==> src/rtl/ov7670_capture_pkg.sv <==
// Shared definitions for the camera capture path and the display-side reader.
// Holds the pixel width, the capture FSM state encodings and the default
// frame geometry so both sides of the frame buffer agree on one layout.
package ov7670_capture_pkg;

   // Width of one stored RGB444 pixel {R[3:0], G[3:0], B[3:0]}.
   localparam int PIXEL_W = 12;

   // Default frame geometry; the reader uses the same values.
   localparam int H_ACTIVE_DEF = 640;
   localparam int V_ACTIVE_DEF = 480;
   localparam int ADDR_W_DEF   = 19;

   // Capture FSM state encodings.
   localparam logic [1:0] IDLE    = 2'd0;
   localparam logic [1:0] WAIT_VS = 2'd1;
   localparam logic [1:0] ACTIVE  = 2'd2;

endpackage

==> src/rtl/ov7670_capture_sig_edge.sv <==
// sig_edge: registered rise/fall detector for a single-bit level.
// The previous value is held in a flop; rise/fall are combinational
// comparisons of the current level against that flop, so they are valid
// in the same cycle the new level is present.
// Ports:
//   clk   in  clock
//   reset in  synchronous active-high reset (previous value cleared to 0)
//   sig   in  level to watch
//   rise  out sig is 1 now and was 0 last cycle
//   fall  out sig is 0 now and was 1 last cycle
module sig_edge (
   input  logic clk,
   input  logic reset,
   input  logic sig,
   output logic rise,
   output logic fall
);

   logic prev;

   always_ff @(posedge clk) begin
      if (reset) prev <= 1'b0;
      else       prev <= sig;
   end

   assign rise = sig & ~prev;
   assign fall = ~sig & prev;

endmodule

==> src/rtl/ov7670_capture.sv <==
// ov7670_capture: OV7670 RGB444 byte-pair capture into a linear frame buffer.
// vsync/href/din are registered once; all decisions use those copies.
// Two bytes per pixel: the first gives red (low nibble), the second gives
// green (high nibble) and blue (low nibble).
//
// Output protocol: we is a one-cycle write strobe with no back-pressure;
// addr/dout are valid in the cycle we is high and hold their last values
// otherwise. frame_done is a one-cycle pulse; overflow is sticky.
//
// Ports:
//   clk, reset       pixel clock, synchronous active-high reset
//   arm              capture enable level; capture begins at a frame start
//   vsync, href, din camera bus
//   addr, dout, we   frame-buffer write port
//   frame_done       end of a fully captured frame
//   overflow         bytes beyond the active window were dropped
//   state            current FSM state (IDLE / WAIT_VS / ACTIVE)
module ov7670_capture
   import ov7670_capture_pkg::*;
#(
   parameter int H_ACTIVE = H_ACTIVE_DEF,
   parameter int V_ACTIVE = V_ACTIVE_DEF,
   parameter int ADDR_W   = ADDR_W_DEF
) (
   input  logic               clk,
   input  logic               reset,
   input  logic               arm,
   input  logic               vsync,
   input  logic               href,
   input  logic [7:0]         din,
   output logic [ADDR_W-1:0]  addr,
   output logic [PIXEL_W-1:0] dout,
   output logic               we,
   output logic               frame_done,
   output logic               overflow,
   output logic [1:0]         state
);

   localparam int COL_W  = $clog2(H_ACTIVE + 1);
   localparam int LINE_W = $clog2(V_ACTIVE + 1);
   localparam logic [COL_W-1:0]  COL_MAX  = COL_W'(H_ACTIVE);
   localparam logic [LINE_W-1:0] LINE_MAX = LINE_W'(V_ACTIVE);
   localparam logic [ADDR_W-1:0] ROW_STEP = ADDR_W'(H_ACTIVE);

   logic              s_vs;
   logic              s_hr;
   logic [7:0]        s_d;
   logic              vs_rise;
   logic              vs_fall;
   logic              hr_rise;
   logic              hr_fall;
   logic [COL_W-1:0]  col;
   logic [LINE_W-1:0] line;
   logic [ADDR_W-1:0] row_base;
   logic              phase;
   logic [3:0]        hi;

   // Line starts are implied by the previous falling edge, so the rising
   // edge of href is not needed.
   logic unused_hr_rise;
   assign unused_hr_rise = hr_rise;

   always_ff @(posedge clk) begin
      if (reset) begin
         s_vs <= 1'b0;
         s_hr <= 1'b0;
         s_d  <= 8'd0;
      end else begin
         s_vs <= vsync;
         s_hr <= href;
         s_d  <= din;
      end
   end

   sig_edge u_vs_edge (
      .clk   (clk),
      .reset (reset),
      .sig   (s_vs),
      .rise  (vs_rise),
      .fall  (vs_fall)
   );

   sig_edge u_hr_edge (
      .clk   (clk),
      .reset (reset),
      .sig   (s_hr),
      .rise  (hr_rise),
      .fall  (hr_fall)
   );

   always_ff @(posedge clk) begin
      if (reset) begin
         state      <= IDLE;
         col        <= '0;
         line       <= '0;
         row_base   <= '0;
         phase      <= 1'b0;
         hi         <= 4'd0;
         addr       <= '0;
         dout       <= '0;
         we         <= 1'b0;
         frame_done <= 1'b0;
         overflow   <= 1'b0;
      end else begin
         we         <= 1'b0;
         frame_done <= 1'b0;
         case (state)
            IDLE: begin
               col      <= '0;
               line     <= '0;
               row_base <= '0;
               phase    <= 1'b0;
               if (arm) state <= WAIT_VS;
            end
            WAIT_VS: begin
               col      <= '0;
               line     <= '0;
               row_base <= '0;
               phase    <= 1'b0;
               if (!arm) begin
                  state <= IDLE;
               end else if (vs_fall) begin
                  state    <= ACTIVE;
                  overflow <= 1'b0;
               end
            end
            ACTIVE: begin
               // Dropping arm wins over everything, including a pixel that
               // completes this cycle; IDLE clears the counters next cycle.
               if (!arm) begin
                  state <= IDLE;
               end else begin
                  if (s_hr) begin
                     phase <= ~phase;
                     if (!phase) begin
                        hi <= s_d[3:0];
                     end else begin
                        if (col < COL_MAX && line < LINE_MAX) begin
                           we   <= 1'b1;
                           dout <= {hi, s_d};
                           addr <= row_base + ADDR_W'(col);
                        end else begin
                           overflow <= 1'b1;
                        end
                        if (col < COL_MAX) col <= col + 1'b1;
                     end
                  end
                  // End of line: any unpaired byte is simply forgotten.
                  // row_base only advances while a following line can still
                  // be written, so it never steps past the last row.
                  if (hr_fall) begin
                     col   <= '0;
                     phase <= 1'b0;
                     if (line < LINE_MAX) begin
                        line <= line + 1'b1;
                        if (line < LINE_MAX - 1'b1) row_base <= row_base + ROW_STEP;
                     end
                  end
                  if (vs_rise) begin
                     state      <= IDLE;
                     frame_done <= 1'b1;
                  end
               end
            end
            default: state <= IDLE;
         endcase
      end
   end

endmodule
==> config.mk <==
export PLATFORM = sky130hd
export DESIGN_NAME = ov7670_capture
export DESIGN_NICKNAME = d
export VERILOG_FILES = /design/src/rtl/ov7670_capture_pkg.sv /design/src/rtl/ov7670_capture_sig_edge.sv /design/src/rtl/ov7670_capture.sv
export SDC_FILE = /design/constraint.sdc
export NUM_CORES = 1
export LEC_CHECK = 0
export ABC_CLOCK_PERIOD_IN_PS = 2000
export BUFFER_PORTS_ARGS = -buffer_cell sky130_fd_sc_hd__buf_2
export CORE_ASPECT_RATIO = 0.75
export CORE_UTILIZATION = 45
export DETAILED_ROUTE_END_ITERATION = 10
export GPL_ROUTABILITY_DRIVEN = 1
export PLACE_DENSITY_LB_ADDON = 0.05
export SLEW_MARGIN = 30
export SYNTH_ARGS = -nofsm -noshare
export SYNTH_HDL_FRONTEND = slang
export SYNTH_SLANG_ARGS = --single-unit
==> constraint.sdc <==
create_clock -name clk -period 2 [get_ports clk]
set_input_delay 0.1 -clock clk [delete_from_list [all_inputs] [get_ports clk]]
set_output_delay 0.1 -clock clk [all_outputs]
set_load 0.01 [all_outputs]
==> reports/qor.csv <==
metric;value;unit
outcome;complete, no violations;
worst slew margin relative to its limit;58.1;%
Max-Cap Viols;0;
routability cong.;0.861;
Placeable Area;7880;µm²
placed insts;567;
asr flop ratio synth;0;%
Cell Rows;28;
Starting Density;46.5;%
vias in the first global route;2812;
worst r2r src;state[0]$_SDFFE_PP0P_;
period utilisation layout;90.5;%
Hold Violations, Final;0;
critical path class;flip-flop to flip-flop;
Synth area leaders;dfxtp_1 (46%), a21oi_1 (6.4%), nand2_1 (5.9%);
clock share of power;45.1;%
Synth top area share;45.9;%
sequential share of the synthesized area;45.9;%
Worst EP required;2.27;ns
FILL cells;742;
All-Layer GR Usage;20.2;%
I/O pin cnt;49;
TritonRoute pass-1 iters;4;
Worst Setup Start Kind;flip-flop;
GRT Residual Overflow;0;
area leader, netlist;dfxtp_1;
TritonCTS clock tree;yes;
# DRC;0;
root cell of the clock tree;clkbuf_8;
Power Internal;2.56;mW
largest fanout on the critical path;42;
Port Buffers;48;
DIE AREA;8520;µm²
YS warnings;0;
Slew Viols, Final;0;
Iter 0 DRT Violations;111;
vias per cell;5.21;
largest net degree at the start of global routing;58;
diodes inserted;0;
post-route ant nets;0;
Combinational Power Share;2.7;%
Avg Inst Size Synth;8.63;µm²
Hold Crit Start;reset;
Non-Filler Instances;594;
final WL;8070;µm
Hold Crit Class;input port to flip-flop;
Final setup viols;0;
first-pass GRT wire length;13500;µm
sw frac;21.0;%
Sink Count;84;
Yosys reg bits;84;
final total power;3.25;mW
chip width;106;µm
RSZ-0062 raised after global routing;false;
hold slack;0.104;ns
Post-synth top cells;dfxtp_1 (84), nand2_1 (58), a21oi_1 (47);
CTS buffer count;9;
vias;3097;
Leak;1.67;nW
Final min period;1.81;ns
cell count after synthesis;425;
Pwr Density;738;nW/µm²
measured slew at the worst slew-check pin;0.629;ns
synth unique cells;54;
CTS Buffer Depth;2;
# nets final;504;
Critical path origin;state[0]$_SDFFE_PP0P_;
DR WL/cell;13.6;µm
clk_lat worst skew;0.35;ns
Net Count, Synth;445;
share of layout cells above drive strength 1;19.2;%
synthesized cell area;3670;µm²
die height;80.2;µm
clk_skew;0.00752;ns
sequential share of power;52.1;%
count leader, synth;dfxtp_1;
worst vdd ir;0.326;mV
Clk pin slew, worst setup/hold paths;0.09;ns
worst endpoint data arrival time;2.08;ns
H-tree depth;3;
Net Sw Power;0.682;mW
Area Growth Syn to Fin;19.9;%
Critical Path Sink Type;flip-flop;
DP HPWL;5520;µm
fmax;0.552;GHz
Most used DFF post-synth;dfxtp_1;
dpl cell area;4040;µm²
final instance area;4400;µm²
Post-synth EDFFs;0;
total negative slack;0;ns
initial antenna violation count;0;
-- layer usage --
metal,track usage (%),part of all wire [%],vias up
met2,31.0,43,46
met1,28.0,52,1431
li1,-,-,1612
met3,4.55,3.8,8
met5,0,0,-
met4,6.67,1.1,0
-- flip-flops by register name, indices dropped and copies added (netlist names) --
| signal | count |
|---|---|
| u_hr_edge.prev | 1 |
| dout | 12 |
| we | 1 |
| s_hr | 1 |
| overflow | 1 |
| frame_done | 1 |
| line | 9 |
| row_base | 12 |
| s_d | 8 |
| hi | 4 |
| state | 2 |
| phase | 1 |
| addr | 19 |
| u_vs_edge.prev | 1 |
| s_vs | 1 |
| col | 10 |
-- placed cells by master, fill, tap and decap left out, types with 8 or more instances in the layout --
cell type / Yosys / layout
nor2b_1: 13 / 13
o21ai_0: 20 / 20
a21oi_1: 47 / 46
nand2_1: 58 / 58
buf_2: 8 / 48
nand3_1: 14 / 14
buf_4: 4 / 13
nor2_1: 36 / 36
dlygate4sd3_1: 0 / 11
clkbuf_8: 0 / 9
dfxtp_1: 84 / 84
xnor2_1: 8 / 8
nand4_1: 9 / 9
xor2_1: 14 / 14
-- final cells by class --
cell class                 count  area [µm²]  area share [%]
clock buffer                   9         124            2.82
clock inverter                 7         123            2.79
inverter                       4        15.0           0.341
multi-input combinational    312        1860            42.2
sequential                    84        1680            38.2
tap                          105         131            2.99
timing repair buffer          73         468            10.6
-- cell families (layout without fill, tap and decap cells) --
logic type	Yosys count	count (layout)	share of synthesized area [%]
AOI/OAI and AO/OA	99	99	16.1
xor gates and xnor gates	22	22	5.25
adders and majority gates	7	7	2.39
buffers and inverters	29	93	3.65
DFF	84	84	45.9
muxes	7	7	1.91
other	1	1	0.102
and+or+nand+nor	176	176	24.7
-- power groups by stage --
stage | registers [mW] | clock network, mW | logic (mW)
floorplan | 1.73 | 0 | 0.0448
global placement | 1.73 | 0 | 0.0712
detailed placement | 1.73 | 0 | 0.0718
CTS | 1.69 | 1.51 | 0.0883
global route | 1.70 | 1.58 | 0.0973
finish | 1.69 | 1.47 | 0.0883
-- critical path: stages, from the launching register on --
cell	delay, ns
dfxtp_1	0.36
and2b_1	0.39
and4_1	0.28
and3_1	0.22
buf_12	0.21
nor2_1	0.06
a211oi_1	0.20
-- path summary, 6_finish.rpt --
kind / end / slack (ns) / cells past startpoint
max reg2reg: addr[2]$_SDFFE_PP0P_ / 0.19 / 6
max: addr[2]$_SDFFE_PP0P_ / 0.19 / 6
min reg2reg: dout[7]$_SDFFE_PP0P_ / 0.44 / 2
min: state[1]$_SDFFE_PP0P_ / 0.10 / 4
-- through the flow --
stage	setup WS, ns	utilization [%]
3_5_place_dp	0.158	51.2
3_3_place_gp	0.194	51.2
6_report	0.190	55.8
5_1_grt	0.0565	55.8
4_1_cts	0.147	55.7
2_1_floorplan	0.321	-
-- timing repair --
item,in CTS,in global routing
endpoints found under the hold margin,11,0
setup buffers,0,0
gates resized for setup,0,1
setup endpoints to repair,0,2
hold buffers,11,0
Power figures use the tool's default switching activity.
